`config.mk`:
```
export PLATFORM = sky130hd
export DESIGN_NAME = alu_control_sequencer
export DESIGN_NICKNAME = d
export VERILOG_FILES = /design/src/rtl/alu_control_sequencer.sv
export SDC_FILE = /design/constraint.sdc
export NUM_CORES = 1
export LEC_CHECK = 0
export BUFFER_PORTS_ARGS = -buffer_cell sky130_fd_sc_hd__buf_2
export CAP_MARGIN = 20
export CORE_ASPECT_RATIO = 2
export CORE_UTILIZATION = 51
export CTS_BUF_LIST = sky130_fd_sc_hd__clkbuf_4
export CTS_CLUSTER_SIZE = 12
export DETAILED_ROUTE_END_ITERATION = 10
export PLACE_DENSITY_LB_ADDON = 0.08
export SYNTH_ARGS = -nofsm -noshare
export SYNTH_HDL_FRONTEND = slang
export SYNTH_SLANG_ARGS = --single-unit
```
`constraint.sdc`:
```
create_clock -name Clock -period 2.21 [get_ports Clock]
set_input_delay 0.3315 -clock Clock [delete_from_list [all_inputs] [get_ports Clock]]
set_output_delay 0.3315 -clock Clock [all_outputs]
set_load 0.005 [all_outputs]
```
`src/rtl/alu_control_sequencer.sv`:
```
// alu_control_sequencer: hardwired fetch/decode/execute control unit for the datapath.
// Walks PC/MAR/MDR fetch, decodes IR and issues register/ALU strobes for
// register-register ALU instructions, with a memory-ready handshake and halt.
// Optional feature macro: MULDIV_EN (mul/div decode, T4W/T6 states, HI/LO writeback).
module alu_control_sequencer #(
  parameter int NUM_REGS = 16,
  parameter int OP_W     = 5
) (
  input  logic                Clock,
  input  logic                Clear,
  input  logic [31:0]         IR,
  input  logic                mem_rdy,
  input  logic                alu_done,
  output logic                PCout,
  output logic                MARin,
  output logic                IncPC,
  output logic                PCin,
  output logic                Read,
  output logic                MDRin,
  output logic                MDRout,
  output logic                IRin,
  output logic                Yin,
  output logic                ZLowin,
  output logic                ZHighin,
  output logic                ZLowout,
  output logic                ZHighout,
  output logic                HIin,
  output logic                LOin,
  output logic [NUM_REGS-1:0] Rin,
  output logic [NUM_REGS-1:0] Rout,
  output logic [OP_W-1:0]     OP,
  output logic                halted
);

  typedef enum logic [3:0] {
    S_RST,
    S_T0,
    S_T1,
    S_T2,
    S_T3,
    S_T4,
`ifdef MULDIV_EN
    S_T4W,
    S_T6,
`endif
    S_T5,
    S_HALT
  } state_t;

  // Register numbers at or above this limit make the instruction a nop.
  localparam logic [4:0] REG_LIMIT = 5'(NUM_REGS);

  state_t state_q, state_d;

  logic [4:0] ir_opcode;
  logic [3:0] ir_ra, ir_rb, ir_rc;
  logic       is_rtype, is_muldiv, is_halt, fields_ok, dec_valid, capture;

  logic [3:0] ra_q, ra_d, rb_q, rb_d, rc_q, rc_d;
  logic [4:0] opsel_q, opsel_d;
  logic       muldiv_q, muldiv_d;

  logic pc_out_q, pc_out_d, mar_in_q, mar_in_d, inc_pc_q, inc_pc_d;
  logic read_q, read_d, t1_q, t1_d, mdr_out_q, mdr_out_d, ir_in_q, ir_in_d;
  logic y_in_q, y_in_d, zlow_in_q, zlow_in_d, zhigh_in_q, zhigh_in_d;
  logic zlow_out_q, zlow_out_d, halted_q, halted_d;
  logic [NUM_REGS-1:0] rin_q, rin_d, rout_q, rout_d;
  logic [OP_W-1:0]     op_out_q, op_out_d;
`ifdef MULDIV_EN
  logic zhigh_out_q, zhigh_out_d, hi_in_q, hi_in_d, lo_in_q, lo_in_d;
  logic [14:0] unused_ir_bits;
`else
  logic [15:0] unused_ir_bits;
`endif

  assign ir_opcode = IR[31:27];
  assign ir_ra     = IR[26:23];
  assign ir_rb     = IR[22:19];
  assign ir_rc     = IR[18:15];
`ifdef MULDIV_EN
  assign unused_ir_bits = IR[14:0];
`else
  assign unused_ir_bits = {alu_done, IR[14:0]};
`endif

  function automatic logic [NUM_REGS-1:0] one_hot(input logic [3:0] idx);
    logic [NUM_REGS-1:0] v;
    for (int i = 0; i < NUM_REGS; i++) begin
      v[i] = ({1'b0, idx} == 5'(i));
    end
    return v;
  endfunction

  // Classify the instruction currently presented on IR.
  always_comb begin
    is_rtype  = (ir_opcode >= 5'd3) && (ir_opcode <= 5'd10);
`ifdef MULDIV_EN
    is_muldiv = (ir_opcode == 5'd15) || (ir_opcode == 5'd16);
`else
    is_muldiv = 1'b0;
`endif
    is_halt   = (ir_opcode == 5'd27);
    fields_ok = ({1'b0, ir_ra} < REG_LIMIT) && ({1'b0, ir_rb} < REG_LIMIT) &&
                ({1'b0, ir_rc} < REG_LIMIT);
    dec_valid = (is_rtype || is_muldiv) && fields_ok;
  end

  // Next-state selection for the fetch/execute sequence.
  always_comb begin
    state_d = state_q;
    case (state_q)
      S_RST:  state_d = S_T0;
      S_T0:   state_d = S_T1;
      S_T1:   state_d = mem_rdy ? S_T2 : S_T1;
      S_T2: begin
        if (is_halt)        state_d = S_HALT;
        else if (dec_valid) state_d = S_T3;
        else                state_d = S_T0;
      end
      S_T3:   state_d = S_T4;
`ifdef MULDIV_EN
      S_T4:   state_d = (muldiv_q && !alu_done) ? S_T4W : S_T5;
      S_T4W:  state_d = alu_done ? S_T5 : S_T4W;
      S_T5:   state_d = muldiv_q ? S_T6 : S_T0;
      S_T6:   state_d = S_T0;
`else
      S_T4:   state_d = S_T5;
      S_T5:   state_d = S_T0;
`endif
      S_HALT: state_d = S_HALT;
      default: state_d = S_RST;
    endcase
  end

  // Latch the decoded fields as the sequencer enters T3.
  always_comb begin
    capture  = (state_q == S_T2) && (state_d == S_T3);
    ra_d     = capture ? ir_ra : ra_q;
    rb_d     = capture ? ir_rb : rb_q;
    rc_d     = capture ? ir_rc : rc_q;
    opsel_d  = capture ? (ir_opcode + 5'd1) : opsel_q;
    muldiv_d = capture ? is_muldiv : muldiv_q;
  end

  // Strobe pattern for the state being entered, registered so outputs are Moore.
  always_comb begin
    pc_out_d = 1'b0; mar_in_d = 1'b0; inc_pc_d = 1'b0; read_d = 1'b0; t1_d = 1'b0;
    mdr_out_d = 1'b0; ir_in_d = 1'b0; y_in_d = 1'b0; zlow_in_d = 1'b0;
    zhigh_in_d = 1'b0; zlow_out_d = 1'b0; halted_d = 1'b0;
    rin_d = '0; rout_d = '0; op_out_d = '0;
`ifdef MULDIV_EN
    zhigh_out_d = 1'b0; hi_in_d = 1'b0; lo_in_d = 1'b0;
`endif
    case (state_d)
      S_T0: begin
        pc_out_d = 1'b1; mar_in_d = 1'b1; inc_pc_d = 1'b1;
        zlow_in_d = 1'b1; zhigh_in_d = 1'b1;
      end
      S_T1: begin
        read_d = 1'b1; t1_d = 1'b1;
      end
      S_T2: begin
        mdr_out_d = 1'b1; ir_in_d = 1'b1;
      end
      S_T3: begin
        rout_d = one_hot(rb_d); y_in_d = 1'b1;
      end
      S_T4: begin
        rout_d = one_hot(rc_d); op_out_d = OP_W'(opsel_d);
        zlow_in_d = 1'b1; zhigh_in_d = 1'b1;
      end
`ifdef MULDIV_EN
      S_T4W: op_out_d = OP_W'(opsel_d);
      S_T6: begin
        zhigh_out_d = 1'b1; hi_in_d = 1'b1;
      end
`endif
      S_T5: begin
        zlow_out_d = 1'b1; op_out_d = OP_W'(opsel_d);
`ifdef MULDIV_EN
        if (muldiv_d) lo_in_d = 1'b1;
        else          rin_d = one_hot(ra_d);
`else
        rin_d = one_hot(ra_d);
`endif
      end
      S_HALT: halted_d = 1'b1;
      default: ;
    endcase
  end

  // State, decoded fields and registered strobes; Clear low aborts everything.
  always_ff @(posedge Clock) begin
    if (!Clear) begin
      state_q <= S_RST;
      ra_q <= '0; rb_q <= '0; rc_q <= '0; opsel_q <= '0; muldiv_q <= 1'b0;
      pc_out_q <= 1'b0; mar_in_q <= 1'b0; inc_pc_q <= 1'b0; read_q <= 1'b0;
      t1_q <= 1'b0; mdr_out_q <= 1'b0; ir_in_q <= 1'b0; y_in_q <= 1'b0;
      zlow_in_q <= 1'b0; zhigh_in_q <= 1'b0; zlow_out_q <= 1'b0; halted_q <= 1'b0;
      rin_q <= '0; rout_q <= '0; op_out_q <= '0;
`ifdef MULDIV_EN
      zhigh_out_q <= 1'b0; hi_in_q <= 1'b0; lo_in_q <= 1'b0;
`endif
    end else begin
      state_q <= state_d;
      ra_q <= ra_d; rb_q <= rb_d; rc_q <= rc_d; opsel_q <= opsel_d; muldiv_q <= muldiv_d;
      pc_out_q <= pc_out_d; mar_in_q <= mar_in_d; inc_pc_q <= inc_pc_d; read_q <= read_d;
      t1_q <= t1_d; mdr_out_q <= mdr_out_d; ir_in_q <= ir_in_d; y_in_q <= y_in_d;
      zlow_in_q <= zlow_in_d; zhigh_in_q <= zhigh_in_d; zlow_out_q <= zlow_out_d;
      halted_q <= halted_d;
      rin_q <= rin_d; rout_q <= rout_d; op_out_q <= op_out_d;
`ifdef MULDIV_EN
      zhigh_out_q <= zhigh_out_d; hi_in_q <= hi_in_d; lo_in_q <= lo_in_d;
`endif
    end
  end

  assign PCout   = pc_out_q;
  assign MARin   = mar_in_q;
  assign IncPC   = inc_pc_q;
  assign Read    = read_q;
  assign PCin    = t1_q & mem_rdy;
  assign MDRin   = t1_q & mem_rdy;
  assign MDRout  = mdr_out_q;
  assign IRin    = ir_in_q;
  assign Yin     = y_in_q;
  assign ZLowin  = zlow_in_q;
  assign ZHighin = zhigh_in_q;
  assign ZLowout = zlow_out_q | (t1_q & mem_rdy);
  assign Rin     = rin_q;
  assign Rout    = rout_q;
  assign OP      = op_out_q;
  assign halted  = halted_q;
`ifdef MULDIV_EN
  assign ZHighout = zhigh_out_q;
  assign HIin     = hi_in_q;
  assign LOin     = lo_in_q;
`else
  assign ZHighout = 1'b0;
  assign HIin     = 1'b0;
  assign LOin     = 1'b0;
`endif

endmodule

```
Word level (Yosys, flattened, before mapping):

Cells that the tools add are included.

* reduce and logical (&&, ||, !) cells: 11
* $add $sub $neg: 1
* eq/ne operators: 60
* $lt $le $gt $ge: 2
* muxes and demuxes: 16
* bitwise logic cells: 2

Operators with widths (count)
* $eq 4x4->1 const B: 24
* $eq 4x3->1 const B: 16
* $eq 4x2->1 const B: 8
* $pmux 16 s2: 1
* $pmux 3 s7: 1
* $eq 4x1->1 const B: 4
* $logic_not 4->1: 4
* $eq 3x3->1 const B: 4
* $mux 4: 3
* $mux 1: 8
* $eq 3x2->1 const B: 2
* $mux 3: 2
* $reduce_or 2->1: 3
* $add 5x1->5 const B: 1
* $eq 5x5->1 const B: 1
* $ge 5x2->1 const B: 1
* $le 5x4->1 const B: 1
* $mux 5: 1
* $reduce_and 2->1: 2
* $eq 3x1->1 const B: 1
* $logic_and 1x1->1: 2
* $and 1x1->1: 1
* $or 1x1->1: 1

* logic and storage cells: 107
* bits of input ports: 36
* output and inout bits: 53
* flip-flop bits (word level): 65

Depth between registers and ports, before layout:

* depth after elaboration: 10
* gate-level depth with buffers: 9
* gate-level depth less buffers: 7

Worst setup path before layout:

Ideal clock, no wire load.

* path type: input to register
* start: input IR[27]
* end: register op_out_q[3] (netlist: OP[3])
* data required time: 2.080 ns
* data arrival time: 1.876 ns
* stages: 7
* setup time: 0.130 ns
* buffers on the path: 1
* path slack: 0.205 ns
* cells stage by stage: ha_1 > a2111o_1 > nand3_1 > buf_2 > o21ai_1 > a22oi_1 > nor2_1

* longest elaborated chain between the ends: 8
* elaborated cells on any way between the ends: 15
* those cells by class: add/sub (1); order compare (2); eq/ne (4); mux (4); reduce/logical (4)

Ends and longest elaborated chain
* from (decl): RTL line 11 `input logic [31:0] IR,`
* $ge 5x2->1 or $le 5x4->1 (tied branches): RTL line 96 `is_rtype = (ir_opcode >= 5'd3) && (ir_opcode <= 5'd10);`
* $logic_and 1x1->1: RTL line 96
* $mux 3: RTL line 117 `else if (dec_valid) state_d = S_T3;`
* $mux 3: RTL line 116 `if (is_halt) state_d = S_HALT;`
* $pmux 3 s7: RTL line 111 `case (state_q)`
* $eq 3x3->1, on equally long branches: RTL line 154, 137
* $reduce_or 2->1 (no source line) or $logic_and 1x1->1 (tied branches)
* $reduce_and 2->1 (no source line) or $mux 5 (tied branches)
* to (signal assigned): RTL line 211 `rin_q <= rin_d; rout_q <= rout_d; op_out_q <= op_out_d;`
* to (decl): RTL line 68 `logic [OP_W-1:0] op_out_q, op_out_d;`

Several ways; a longest one is shown, not always the timed one.
A chain may end at the register's enable or synchronous reset.

Worst setup path in the final report:

* start: register state_q[1]
* end: register rout_q[1] (netlist: Rout[1])

* longest elaborated chain between the ends: 8
* elaborated cells on any way between the ends: 18
* those cells by class: eq/ne (11); mux (4); reduce/logical (3)

Ends and longest elaborated chain
* from (decl): RTL line 53 `state_t state_q, state_d;`
* from (signal assigned): RTL line 205 `state_q <= state_d;`
* $eq 4x3->1 or $logic_not 4->1 (tied branches): RTL line 111
* $reduce_or 2->1 (no source line)
* $pmux 3 s7: RTL line 111
* $eq 3x3->1: RTL line 137, 154
* $logic_and 1x1->1: RTL line 137 `capture = (state_q == S_T2) && (state_d == S_T3);`
* $mux 4, on equally long branches: RTL line 140, 139
* $eq 4x1->1: RTL line 89 `v[i] = ({1'b0, idx} == 5'(i));`
* $pmux 16 s2 *: RTL line 154 `case (state_d)`
* to (signal assigned): RTL line 211
* to (decl): RTL line 67 `logic [NUM_REGS-1:0] rin_q, rin_d, rout_q, rout_d;`

Every way passes the cells marked *; elsewhere a longest branch is shown, timed or not.

==> reports/summary.json <==
{
  "timing.critical_path.fanout_max": 12,
  "clockBufferDepth": 2,
  "grt_util_met3_pct": 4.130,
  "num_rows": 36,
  "layout_worst_path_cycle_share_pct": 90.86,
  "max-cap-violations": 0,
  "core-area_mm2": 0.004865,
  "vdd.ir_drop.worst_v": 0.0004808,
  "io-pin-count": 89,
  "postCtsSetupBuffers": 0,
  "synth-compound-area-share_pct": 13.12,
  "syn-cell-area_mm2": 0.002594,
  "track_usage_pct": 23.38,
  "drt-total-wl_um": 5718,
  "grt_max_degree": 21,
  "vias": 2368,
  "synth-simple-area-share_pct": 25.42,
  "die_outline_area_mm2": 0.005392,
  "netlist_instances": 294,
  "r2r_setup_slack_ns": 0.20,
  "grt_setup_unrepaired": "false",
  "grt.met2_usage_pct": 41.29,
  "grt.overflow.total": 0,
  "hpwlAfterDp_um": 4463,
  "timing_worst_setup_path_type": "flop to flop",
  "hold_path_class": "input port to flop",
  "num_antenna_cells": 0,
  "report.final.hold_viol_count": 0,
  "placed_cells": 438,
  "critical_path.reg2reg.startpoint": "state_q[1]$_SDFF_PN0_",
  "dominant_combinational_cell_family_by_area_after_synthesis": "simple AND/OR/NAND/NOR gates",
  "remaining_drc_errors": 0,
  "worstReg2RegEnd": "Rout[1]$_SDFF_PN0_",
  "synthMuxAreaShare_pct": 4.727,
  "ys_dominant_reg_cell": "sky130_fd_sc_hd__dfxtp_1",
  "cell_type_with_the_highest_aggregate_area_in_the_netlist": "sky130_fd_sc_hd__dfxtp_1",
  "yosys.area_share.xor_xnor_pct": 0.6753,
  "p_leak_nw": 1.510,
  "worst-endpoint-required_ns": 2.54,
  "global_route_wire_length_before_repair_um": 9135,
  "htree_levels": 3,
  "initial_core_util_pct": 53.32,
  "final_cell_mix": "69 x sky130_fd_sc_hd__buf_2, 64 x sky130_fd_sc_hd__dfxtp_1, 38 x sky130_fd_sc_hd__nor2_1",
  "max_freq_ghz": 0.4980,
  "total_power_w": 0.002178,
  "port_buffers": 69,
  "finalClockSkew_ns": 0.01685,
  "fin_setup_tns_ns": 0,
  "cts_buffers": 9,
  "synthAdderAreaFrac_pct": 0.9648,
  "synth_seq_area_share_pct": 49.40,
  "share_clk_of_total_power_pct": 32.2,
  "p_int_w": 0.001627,
  "synth.distinct_cells": 49,
  "ctsRootBufferMaster": "sky130_fd_sc_hd__clkbuf_4",
  "power.share.combinational_pct": 13.2,
  "ys_warn_count": 0,
  "whs_endpoint": "IRin$_SDFF_PN0_",
  "cts_resized": 0,
  "initial_antenna_violation_count": 0,
  "grt-busiest-layer": "met2",
  "routedWlPerCell_um": 12.65,
  "ys_async_sr_fraction_pct": 0,
  "drv_slew": 0,
  "gpl.final_weighted_congestion": 0.9032,
  "cts.hold.buffers_added": 0,
  "nFillCells": 452,
  "layout.nets": 430,
  "beginning_of_the_worst_hold_path": "mem_rdy",
  "mean_cell_area_of_the_mapped_netlist_um2": 8.822,
  "p_r_area_growth_vs_syn_pct": 26.63,
  "worst_ep_arrival_time_ns": 2.34,
  "worst-r2r-cell-count": 5,
  "cts_tree": "done",
  "power.switching_w": 0.0005509,
  "whs_ns": 0.1667,
  "via_count_of_the_first_global_routing_pass": 2128,
  "drive_gt1_share_pct": 31.39,
  "synth-edff-count": 0,
  "endpoint_kind": "flop",
  "clkLatencyLatePin_ns": 0.40,
  "timing.critical_path.from_type": "flop",
  "global_route.usage.met1_pct": 22.69,
  "ys_ff_latch": 64,
  "route.antenna.remaining_nets": 0,
  "synth_top_cell_area_share_pct": 49.40,
  "synthTopCellsByArea": "sky130_fd_sc_hd__dfxtp_1 49%, sky130_fd_sc_hd__nor2_1 5.5%, sky130_fd_sc_hd__nand2_1 5.1%",
  "p_sw_share_pct": 25.30,
  "die_height_um": 102.9,
  "seqPwrFrac_pct": 54.6,
  "p_per_area_mw_per_mm2": 663.0,
  "worst_hold_path_stage_count": 3,
  "die_w_um": 52.43,
  "final.min_clock_period_ns": 2.008,
  "vias_per_cell": 5.239,
  "drtPass1Iterations": 4,
  "clk_pin_slew_ns": 0.10,
  "detailedRoute.firstIterationViolations": 41,
  "report.final.setup_viol": 0,
  "final_common_cell": "sky130_fd_sc_hd__buf_2",
  "clock_sinks": 64,
  "final_cell_count_no_fill": 452,
  "run_status": "complete, no violations"
}
-- power groups by stage --
stage / Clock (W) / Sequential (W) / Combinational (W)
after floorplan: 0 / 0.00121 / 0.000166
after global placement: 0 / 0.00122 / 0.000283
after detailed placement: 0 / 0.00122 / 0.000287
after CTS: 0.000725 / 0.00119 / 0.000287
after global routing: 0.000777 / 0.00119 / 0.000316
final: 0.000701 / 0.00119 / 0.000286
-- critical path: stages (launching register included) --
cell and delay [ns]:
sky130_fd_sc_hd__dfxtp_1 0.36, sky130_fd_sc_hd__or3b_4 0.51, sky130_fd_sc_hd__mux2_2 0.33, sky130_fd_sc_hd__or4_1 0.44, sky130_fd_sc_hd__o31ai_1 0.11, sky130_fd_sc_hd__and3_1 0.19
-- layer usage --
layer | wire length, µm | up-vias
met5 | 0 | -
met4 | 221 | 0
met3 | 275 | 16
met2 | 3041 | 72
met1 | 2180 | 1073
li1 | - | 1207
-- metrics by stage --
stage	instance area, µm²	setup slack, ns	utilization, %
6_report	3284	0.2020	67.52
5_1_grt	3284	0.1060	67.52
4_1_cts	3284	0.2117	67.52
3_5_place_dp	3167	0.001828	65.10
3_3_place_gp	3167	0.009457	65.10
2_1_floorplan	2601	0.2048	-
-- synthesized netlist by cell type, drive strengths merged, types with 3 or more instances --
library cell,number
buf,15
inv,6
nand2b,5
nor3,15
nand3,5
nand2,35
o211ai,6
a21oi,24
nor4,5
o21ai,5
clkbuf,5
dfxtp,64
a211oi,3
nor2b,5
and3,6
and2,5
nor2,38
mux2i,10
-- flip-flops by register name, indices dropped and copies added, names as in the netlist --
register / count
Rin: 16
Rout: 16
OP: 5
opsel_q: 5
ra_q: 4
rb_q: 4
rc_q: 4
state_q: 3
IRin: 1
IncPC: 1
Yin: 1
ZHighin: 1
halted: 1
t1_q: 1
zlow_out_q: 1
-- cells by family after synthesis --
family / after synthesis
flops: 64
fa+ha+maj: 2
buf+inv: 26
compound gates: 53
other cells: 1
xor+xnor: 2
mux: 12
simple gates: 134
-- layout make-up --
cell class	instances	area (µm²)	area share, %
clock buffers	9	67.56	2.057
multi-input cells	206	1176	35.81
well taps	57	71.32	2.171
repair buffers	105	615.6	18.74
inverters	6	22.52	0.6857
flip-flops and latches	64	1281	39.01
clock inverters	5	50.05	1.524
-- worst max path at each step --
stage	start	slack (ns)	end	cells after the start
floorplan	IR[27]	0.20	OP[3]$_SDFF_PN0_	7
global placement	IR[27]	0.009	Rout[7]$_SDFF_PN0_	10
detailed placement	IR[27]	0.002	Rout[11]$_SDFF_PN0_	10
CTS	state_q[1]$_SDFF_PN0_	0.21	Rout[1]$_SDFF_PN0_	5
global route	state_q[1]$_SDFF_PN0_	0.11	Rout[5]$_SDFF_PN0_	5
finish	state_q[1]$_SDFF_PN0_	0.20	Rout[1]$_SDFF_PN0_	5
No activity file was read; power rests on OpenSTA's default activity.
